### config.mk
export PLATFORM = sky130hd
export DESIGN_NAME = multicycle_control_flat
export DESIGN_NICKNAME = d
export VERILOG_FILES = /design/src/rtl/multicycle_control_if.sv /design/src/rtl/multicycle_control.sv /design/src/flat_wrapper.sv
export SDC_FILE = /design/constraint.sdc
export NUM_CORES = 1
export LEC_CHECK = 0
export ABC_CLOCK_PERIOD_IN_PS = 4720
export BUFFER_PORTS_ARGS = -buffer_cell sky130_fd_sc_hd__buf_2
export CELL_PAD_IN_SITES_DETAIL_PLACEMENT = 0
export CELL_PAD_IN_SITES_GLOBAL_PLACEMENT = 1
export CORE_ASPECT_RATIO = 2
export CORE_MARGIN = 2
export CORE_UTILIZATION = 44
export CTS_BUF_LIST = sky130_fd_sc_hd__clkbuf_16
export DETAILED_ROUTE_END_ITERATION = 12
export GPL_TIMING_DRIVEN = 0
export PLACE_DENSITY_LB_ADDON = 0.25
export SETUP_SLACK_MARGIN = 0.5
export SLEW_MARGIN = 0
export SYNTH_ARGS = -nofsm -noshare
export SYNTH_HDL_FRONTEND = slang
export SYNTH_SLANG_ARGS = --single-unit
### constraint.sdc
create_clock -name clk -period 4.72 [get_ports clk]
set_clock_uncertainty 0.05 [all_clocks]
set_input_delay 0.472 -clock clk [delete_from_list [all_inputs] [get_ports clk]]
set_output_delay 0.472 -clock clk [all_outputs]
set_load 0.05 [all_outputs]
### src/rtl/multicycle_control_if.sv
// Controller <-> datapath bundle: opcode and memory ready in, all datapath enables out.
// master = sequencing FSM, slave = datapath/memory side.
interface multicycle_control_if #(
  parameter int CNT_W = 16
);
  logic [5:0]       op_code;
  logic             mem_ready;
  logic             PCWrite;
  logic             PCWriteCond;
  logic             PCWriteCondNe;
  logic             IorD;
  logic             MemRead;
  logic             MemWrite;
  logic             IRWrite;
  logic             MemtoReg;
  logic             RegDst;
  logic             RegWrite;
  logic             ALUSrcA;
  logic [1:0]       ALUSrcB;
  logic [1:0]       ALUOp;
  logic [1:0]       PCSource;
  logic [3:0]       state;
  logic             illegal_op;
  logic [CNT_W-1:0] instr_count;

  modport master (
    input  op_code, mem_ready,
    output PCWrite, PCWriteCond, PCWriteCondNe, IorD, MemRead, MemWrite,
           IRWrite, MemtoReg, RegDst, RegWrite, ALUSrcA, ALUSrcB, ALUOp,
           PCSource, state, illegal_op, instr_count
  );

  modport slave (
    output op_code, mem_ready,
    input  PCWrite, PCWriteCond, PCWriteCondNe, IorD, MemRead, MemWrite,
           IRWrite, MemtoReg, RegDst, RegWrite, ALUSrcA, ALUSrcB, ALUOp,
           PCSource, state, illegal_op, instr_count
  );
endinterface

### src/rtl/multicycle_control.sv
// Multicycle MIPS sequencing FSM: one state per cycle, enables registered from the next state.
// FETCH/MEM_READ/MEM_WRITE hold on !mem_ready; FETCH IRWrite/PCWrite follow mem_ready directly.
module multicycle_control #(
  parameter bit MEM_WAIT_EN = 1'b1,
  parameter int CNT_W       = 16
) (
  input logic                 clk,
  input logic                 reset,
  multicycle_control_if.master bus
);

  typedef enum logic [3:0] {
    S_IDLE      = 4'd0,
    S_FETCH     = 4'd1,
    S_DECODE    = 4'd2,
    S_MEM_ADDR  = 4'd3,
    S_MEM_READ  = 4'd4,
    S_MEM_WB    = 4'd5,
    S_MEM_WRITE = 4'd6,
    S_R_EXEC    = 4'd7,
    S_R_WB      = 4'd8,
    S_BRANCH    = 4'd9,
    S_JUMP      = 4'd10,
    S_I_EXEC    = 4'd11,
    S_I_WB      = 4'd12
  } state_t;

  localparam logic [5:0] OP_RTYPE = 6'b000000;
  localparam logic [5:0] OP_J     = 6'b000010;
  localparam logic [5:0] OP_BEQ   = 6'b000100;
  localparam logic [5:0] OP_BNE   = 6'b000101;
  localparam logic [5:0] OP_ADDI  = 6'b001000;
  localparam logic [5:0] OP_ANDI  = 6'b001100;
  localparam logic [5:0] OP_LW    = 6'b100011;
  localparam logic [5:0] OP_SW    = 6'b101011;

  typedef struct packed {
    logic       pc_write;
    logic       pc_cond;
    logic       pc_cond_ne;
    logic       iord;
    logic       mem_read;
    logic       mem_write;
    logic       fetch;
    logic       mem_to_reg;
    logic       reg_dst;
    logic       reg_write;
    logic       alu_src_a;
    logic [1:0] alu_src_b;
    logic [1:0] alu_op;
    logic [1:0] pc_source;
  } ctrl_t;

  state_t           state_q;
  state_t           state_nx;
  logic [5:0]       op_q;
  logic [5:0]       op_nx;
  logic [CNT_W-1:0] cnt_q;
  ctrl_t            ctrl_q;
  logic             rdy;
  logic             retire;
  logic             op_legal;

  assign rdy = MEM_WAIT_EN ? bus.mem_ready : 1'b1;

  function automatic logic is_legal(input logic [5:0] op);
    return (op == OP_RTYPE) || (op == OP_J)    || (op == OP_BEQ)  ||
           (op == OP_BNE)   || (op == OP_ADDI) || (op == OP_ANDI) ||
           (op == OP_LW)    || (op == OP_SW);
  endfunction

  function automatic ctrl_t decode(input state_t s, input logic [5:0] op);
    ctrl_t c;
    c = '0;
    case (s)
      S_FETCH: begin
        c.fetch     = 1'b1;
        c.mem_read  = 1'b1;
        c.alu_src_b = 2'b01;
      end
      S_DECODE: c.alu_src_b = 2'b11;
      S_MEM_ADDR: begin
        c.alu_src_a = 1'b1;
        c.alu_src_b = 2'b10;
      end
      S_MEM_READ: begin
        c.iord     = 1'b1;
        c.mem_read = 1'b1;
      end
      S_MEM_WB: begin
        c.reg_write  = 1'b1;
        c.mem_to_reg = 1'b1;
      end
      S_MEM_WRITE: begin
        c.iord      = 1'b1;
        c.mem_write = 1'b1;
      end
      S_R_EXEC: begin
        c.alu_src_a = 1'b1;
        c.alu_op    = 2'b10;
      end
      S_R_WB: begin
        c.reg_write = 1'b1;
        c.reg_dst   = 1'b1;
      end
      S_BRANCH: begin
        c.alu_src_a  = 1'b1;
        c.alu_op     = 2'b01;
        c.pc_source  = 2'b01;
        c.pc_cond    = (op == OP_BEQ);
        c.pc_cond_ne = (op == OP_BNE);
      end
      S_JUMP: begin
        c.pc_write  = 1'b1;
        c.pc_source = 2'b10;
      end
      S_I_EXEC: begin
        c.alu_src_a = 1'b1;
        c.alu_src_b = 2'b10;
        c.alu_op    = (op == OP_ANDI) ? 2'b11 : 2'b00;
      end
      S_I_WB: c.reg_write = 1'b1;
      default: c = '0;
    endcase
    return c;
  endfunction

  assign op_legal = is_legal(bus.op_code);
  assign op_nx    = (state_q == S_DECODE) ? bus.op_code : op_q;

  always_comb begin
    state_nx = state_q;
    case (state_q)
      S_IDLE:   state_nx = S_FETCH;
      S_FETCH:  state_nx = rdy ? S_DECODE : S_FETCH;
      S_DECODE: begin
        case (bus.op_code)
          OP_RTYPE:        state_nx = S_R_EXEC;
          OP_LW, OP_SW:    state_nx = S_MEM_ADDR;
          OP_BEQ, OP_BNE:  state_nx = S_BRANCH;
          OP_J:            state_nx = S_JUMP;
          OP_ADDI, OP_ANDI: state_nx = S_I_EXEC;
          default:         state_nx = S_FETCH;
        endcase
      end
      S_MEM_ADDR:  state_nx = (op_q == OP_SW) ? S_MEM_WRITE : S_MEM_READ;
      S_MEM_READ:  state_nx = rdy ? S_MEM_WB : S_MEM_READ;
      S_MEM_WB:    state_nx = S_FETCH;
      S_MEM_WRITE: state_nx = rdy ? S_FETCH : S_MEM_WRITE;
      S_R_EXEC:    state_nx = S_R_WB;
      S_R_WB:      state_nx = S_FETCH;
      S_BRANCH:    state_nx = S_FETCH;
      S_JUMP:      state_nx = S_FETCH;
      S_I_EXEC:    state_nx = S_I_WB;
      S_I_WB:      state_nx = S_FETCH;
      default:     state_nx = S_IDLE;
    endcase
  end

  // DECODE->FETCH on an illegal opcode is excluded because DECODE is not terminal.
  assign retire = (state_nx == S_FETCH) &&
                  (state_q inside {S_MEM_WB, S_MEM_WRITE, S_R_WB, S_BRANCH, S_JUMP, S_I_WB});

  always_ff @(posedge clk or posedge reset) begin
    if (reset) begin
      state_q <= S_IDLE;
      op_q    <= '0;
      cnt_q   <= '0;
      ctrl_q  <= '0;
    end else begin
      state_q <= state_nx;
      op_q    <= op_nx;
      ctrl_q  <= decode(state_nx, op_nx);
      if (retire) begin
        cnt_q <= cnt_q + 1'b1;
      end
    end
  end

  assign bus.PCWrite       = ctrl_q.pc_write | (ctrl_q.fetch & rdy);
  assign bus.PCWriteCond   = ctrl_q.pc_cond;
  assign bus.PCWriteCondNe = ctrl_q.pc_cond_ne;
  assign bus.IorD          = ctrl_q.iord;
  assign bus.MemRead       = ctrl_q.mem_read;
  assign bus.MemWrite      = ctrl_q.mem_write;
  assign bus.IRWrite       = ctrl_q.fetch & rdy;
  assign bus.MemtoReg      = ctrl_q.mem_to_reg;
  assign bus.RegDst        = ctrl_q.reg_dst;
  assign bus.RegWrite      = ctrl_q.reg_write;
  assign bus.ALUSrcA       = ctrl_q.alu_src_a;
  assign bus.ALUSrcB       = ctrl_q.alu_src_b;
  assign bus.ALUOp         = ctrl_q.alu_op;
  assign bus.PCSource      = ctrl_q.pc_source;
  assign bus.state         = state_q;
  assign bus.illegal_op    = (state_q == S_DECODE) && !op_legal;
  assign bus.instr_count   = cnt_q;

endmodule

### src/flat_wrapper.sv
// flat-port wrapper written by rule: the top's interface ports become plain ports
module multicycle_control_flat 
#(
  parameter bit MEM_WAIT_EN = 1'b1,
  parameter int CNT_W       = 16
)
  (clk, reset, bus_op_code, bus_mem_ready, bus_PCWrite, bus_PCWriteCond, bus_PCWriteCondNe, bus_IorD, bus_MemRead, bus_MemWrite, bus_IRWrite, bus_MemtoReg, bus_RegDst, bus_RegWrite, bus_ALUSrcA, bus_ALUSrcB, bus_ALUOp, bus_PCSource, bus_state, bus_illegal_op, bus_instr_count);
  multicycle_control_if #(.CNT_W(CNT_W)) bus_i ();
  input logic clk;
  input logic reset;
  input wire logic [$bits(bus_i.op_code)-1:0] bus_op_code;
  input wire logic [$bits(bus_i.mem_ready)-1:0] bus_mem_ready;
  output wire logic [$bits(bus_i.PCWrite)-1:0] bus_PCWrite;
  output wire logic [$bits(bus_i.PCWriteCond)-1:0] bus_PCWriteCond;
  output wire logic [$bits(bus_i.PCWriteCondNe)-1:0] bus_PCWriteCondNe;
  output wire logic [$bits(bus_i.IorD)-1:0] bus_IorD;
  output wire logic [$bits(bus_i.MemRead)-1:0] bus_MemRead;
  output wire logic [$bits(bus_i.MemWrite)-1:0] bus_MemWrite;
  output wire logic [$bits(bus_i.IRWrite)-1:0] bus_IRWrite;
  output wire logic [$bits(bus_i.MemtoReg)-1:0] bus_MemtoReg;
  output wire logic [$bits(bus_i.RegDst)-1:0] bus_RegDst;
  output wire logic [$bits(bus_i.RegWrite)-1:0] bus_RegWrite;
  output wire logic [$bits(bus_i.ALUSrcA)-1:0] bus_ALUSrcA;
  output wire logic [$bits(bus_i.ALUSrcB)-1:0] bus_ALUSrcB;
  output wire logic [$bits(bus_i.ALUOp)-1:0] bus_ALUOp;
  output wire logic [$bits(bus_i.PCSource)-1:0] bus_PCSource;
  output wire logic [$bits(bus_i.state)-1:0] bus_state;
  output wire logic [$bits(bus_i.illegal_op)-1:0] bus_illegal_op;
  output wire logic [$bits(bus_i.instr_count)-1:0] bus_instr_count;
  assign bus_i.op_code = bus_op_code;
  assign bus_i.mem_ready = bus_mem_ready;
  assign bus_PCWrite = bus_i.PCWrite;
  assign bus_PCWriteCond = bus_i.PCWriteCond;
  assign bus_PCWriteCondNe = bus_i.PCWriteCondNe;
  assign bus_IorD = bus_i.IorD;
  assign bus_MemRead = bus_i.MemRead;
  assign bus_MemWrite = bus_i.MemWrite;
  assign bus_IRWrite = bus_i.IRWrite;
  assign bus_MemtoReg = bus_i.MemtoReg;
  assign bus_RegDst = bus_i.RegDst;
  assign bus_RegWrite = bus_i.RegWrite;
  assign bus_ALUSrcA = bus_i.ALUSrcA;
  assign bus_ALUSrcB = bus_i.ALUSrcB;
  assign bus_ALUOp = bus_i.ALUOp;
  assign bus_PCSource = bus_i.PCSource;
  assign bus_state = bus_i.state;
  assign bus_illegal_op = bus_i.illegal_op;
  assign bus_instr_count = bus_i.instr_count;
  multicycle_control #(.MEM_WAIT_EN(MEM_WAIT_EN), .CNT_W(CNT_W)) u_core (.clk(clk), .reset(reset), .bus(bus_i));
endmodule
# After elaboration in Yosys (flattened, before gate mapping)
# Index checks and enable logic that the tools add are counted.
# word_totals
wordCells,98
input_bits,9
reg_bits,43
out_inout_bits,38
# op_classes
n_addsub,1
reduce_logical,22
muxes,21
n_eq_ne,35
bitwise,2
# ops
operator,n
"4-bit equality test, second input constant",10
"4-bit by 3-bit equality test with 1-bit output, second input constant",8
4-bit one-hot mux with 8 select lines,1
"6-bit by 3-bit equality test with 1-bit output, second input constant",4
4-bit one-hot mux with 5 select lines,1
"6-bit by 4-bit equality test with 1-bit output, second input constant",3
"6-bit equality test, second input constant",3
"16-bit by 1-bit adder with 16-bit output, second input constant",1
"4-bit by 2-bit equality test with 1-bit output, second input constant",4
2-bit one-hot mux with 3 select lines,2
2-bit OR reduction,6
1-bit 2-to-1 mux,10
"4-bit by 1-bit equality test with 1-bit output, second input constant",2
2-bit 2-to-1 mux,4
1-bit logical OR,7
"6-bit by 2-bit equality test with 1-bit output, second input constant",1
6-bit zero test,1
6-bit 2-to-1 mux,1
6-bit nonzero test,1
6-bit OR reduction,1
4-bit zero test,1
2-bit one-hot mux with 2 select lines,1
4-bit OR reduction,1
3-bit 2-to-1 mux,1
5 further kinds,6

# Logic depth before layout (Yosys ltp)
# depth
word_depth,10
ltp_mapped,7
depth_no_buf,5

# Least setup slack after synthesis
# No wires, ideal clock.
# synth_path
path_type,reg-to-output
from,reg u_core.state_q[1] (netlist: u_core.bus.state[1])
to,out bus_illegal_op
t_arrival_ns,1.951
path_slack_ns,2.247
t_required_ns,4.198
path_stages_with_launch,5
path_buffers,1
path_cell_list,dfrtp_1 buf_2 inv_1 nor4_2 o21a_1
# synth_via
elab_chain_len,2
# synth_lines
element,line_no,text
start: declaration,multicycle_control.sv:54,state_t state_q;
start signal: assignment,multicycle_control.sv:171,state_q <= state_nx;
4-bit by 2-bit equality test with 1-bit output,multicycle_control.sv:195,assign bus.illegal_op = (state_q == S_DECODE) && !op_legal;
1-bit logical AND,multicycle_control.sv:195,
end: declaration,flat_wrapper.sv:28,output wire logic [$bits(bus_i.illegal_op)-1:0] bus_illegal_op;
# No other way between the ends.

# Worst setup path in the final report
# Ends and elaborated chain as after synthesis.

==> impl_metrics.ini <==
[status]
status = finished clean

[critical_path]
worstPathArrival_ns = 2.16
r2r_start = u_core.bus.state[0]
cp-startpoint = u_core.bus.state[1]
critPathLaunchType = flop
endpoint_kind = primary output
required_ns = 4.20
reg2regPathDepth = 5
reg2reg_slack_ns = 2.60
crit_type = reg -> out
r2r_end = u_core.bus.PCWriteCondNe
crit_path_end = bus_illegal_op
path_max_fanout = 10

[floorplan]
core_mm2 = 0.00460
die_w_um = 53.0
num_rows = 35
die_height_um = 102
ios = 47
dieArea_mm2 = 0.00540
initial_core_util = 0.459

[global_routing]
overflow = 0
grt_pass1_vias = 1597
grt.total_usage = 0.187
antenna_found_initial = 0
grt_pass1_wl_um = 7610
grt_max_degree = 43

[place]
hpwl_um = 3610
place.gp.congestion = 0.839
io_buffers = 45

[flow_run]
cap_violations = 0

[logic_synthesis]
synthesis.nets = 226
synthDominantCellAreaShare = 0.498
yosysSeqAreaShare = 0.498
ys_warn_count = 0
synth_top_cell_by_area = dfrtp_1
ys_top_cells_by_area = dfrtp_1 (50%), nand2_1 (5.5%), xor2_1 (3.7%), xnor2_1 (2.9%), nor2_1 (2.7%)
synthCells = 216
async_reset_ff_frac = 1.00
synth_edf_count = 0
yosysMostFrequentCell = dfrtp_1
avgSynthCellArea_um2 = 9.78
synth.ff_latch_count = 42
synth-main-ff-cell = dfrtp_1
ys_top_cells_by_count = dfrtp_1 (42), nand2_1 (31), nor2_1 (15)
synth_cell_types = 48
syn_area_mm2 = 0.00211

[drt]
routed_wl_um = 4690
wire_per_inst_um = 14.5
num_vias = 1685
ant_nets = 0
firstDrtPassIters = 4
drc = 0
drt-vias-per-instance = 5.20
drt_iter0_drc = 23

[cts]
cts_setup_buffers = 0
cts_max_level = 2
clk_pin_slew_worst_paths_ns = 0.06
cts.sinks = 42
ctsHoldBuffers = 0
root_buffer = clkbuf_16
numCtsBuffers = 5
cts_tree = yes
worstSkewPairLatency_ns = 0.27
clock_path_buffers = 2
cts_resized = 0

[layout]
finish.utilization = 0.559
fillers = 470
area_growth_syn_to_layout_pct = 21.6
nets = 278
diodes = 0
multi_input_area_um2 = 940
drive_gt1_frac = 0.271
regArea_mm2 = 0.00105

[sta]
slew_headroom = 0.447
slew_violations = 0
tns_ns = 0
rsz0062_at_grt = no
finalSetupViolations = 0
fmax_mhz = 374
timing.final.crit_share = 0.567
hold_violations = 0
tightest_slew_ns = 0.828
fin_crit_ns = 2.68

[power]
ir_drop_mv = 0.357
powerDensity_mw_per_mm2 = 636
p_leak_nw = 1.25

[hold_path]
hold_class = in -> async
## per-stage QoR
step	hold slack [ns]	std cells	power, W	cell area [µm²]	worst slack (ns)
after floorplan	0.410	216	0.00109	2110	2.25
after global placement	0.403	316	0.00126	2410	2.35
after detailed placement	0.425	316	0.00127	2410	2.36
after CTS	0.354	324	0.00165	2570	2.03
after global routing	0.413	324	0.00172	2570	1.89
final	0.313	324	0.00163	2570	2.04
## critical path, cell delays in order (launching register included)
cell and delay (ns):
dfrtp_1 0.43, buf_2 0.26, inv_1 0.14, nor4_2 0.60, o21a_1 0.20, buf_2 0.25
## logic make-up (layout without fill, tap and decap cells)
logic type	Yosys count	count (layout)	synth area share
and+or+nand+nor	97	97	0.251
DFF	42	42	0.498
AOI/OAI and AO/OA	33	33	0.111
buffers and inverters	25	78	0.0575
xor gates and xnor gates	16	16	0.0664
muxes	2	2	0.0107
adders and majority gates	1	1	0.00592
## sequential cells by signal, indices dropped and copies added (netlist names)
| signal | flops |
|---|---|
| u_core.bus.ALUOp | 2 |
| u_core.bus.ALUSrcA | 1 |
| u_core.bus.ALUSrcB | 2 |
| u_core.bus.IorD | 1 |
| u_core.bus.MemRead | 1 |
| u_core.bus.MemWrite | 1 |
| u_core.bus.MemtoReg | 1 |
| u_core.bus.PCSource | 2 |
| u_core.bus.PCWriteCond | 1 |
| u_core.bus.PCWriteCondNe | 1 |
| u_core.bus.RegDst | 1 |
| u_core.bus.RegWrite | 1 |
| u_core.bus.instr_count | 16 |
| u_core.bus.state | 4 |
| u_core.ctrl_q | 1 |
| u_core.op_q | 6 |
## cells in the final DEF, fill, tap and decap left out, types with 4 or more instances in the layout
master,count
a21oi_1,7
clkbuf_1,4
inv_1,11
nor3_1,7
o21ai_0,7
clkbuf_16,5
nand3_1,8
buf_2,49
nor2_1,15
xnor2_1,7
nand2_1,31
dfrtp_1,42
nand4b_1,4
buf_4,6
xor2_1,9
## report_power, final
part           internal (W)  switching (W)
registers          0.000456      0.0000695
logic              0.000216       0.000523
clock network      0.000245       0.000125
## how the worst min path moves through the flow
| stage | cells past startpoint | start | slack (ns) | end |
|---|---|---|---|---|
| 2_1_floorplan | 2 | u_core.op_q[4] | 0.41 | u_core.op_q[4] |
| 3_3_place_gp | 1 | u_core.bus.instr_count[15] | 0.40 | u_core.bus.instr_count[15] |
| 3_5_place_dp | 1 | u_core.bus.instr_count[15] | 0.43 | u_core.bus.instr_count[15] |
| 4_1_cts | 2 | reset | 0.35 | u_core.bus.PCWriteCond |
| 5_1_grt | 2 | reset | 0.41 | u_core.op_q[0] |
| 6_report | 2 | reset | 0.31 | u_core.bus.PCWriteCond |
## per-layer routing
| layer | up-vias | share of wire | GRT usage |
|---|---|---|---|
| li1 | 838 | - | - |
| met1 | 799 | 0.39 | 0.227 |
| met2 | 44 | 0.56 | 0.335 |
| met3 | 4 | 0.039 | 0.0234 |
| met4 | 0 | 0.015 | 0.0592 |
| met5 | - | 0 | 0 |
## layout make-up
type,instances,area share
flip-flops and latches,42,0.409
multi-input cells,149,0.366
repair buffers,45,0.0877
clock buffers,5,0.0487
plain buffers,15,0.0326
well taps,55,0.0268
clock inverters,3,0.0146
inverters,10,0.0146
Note: power is estimated with default switching activity, not from simulation.
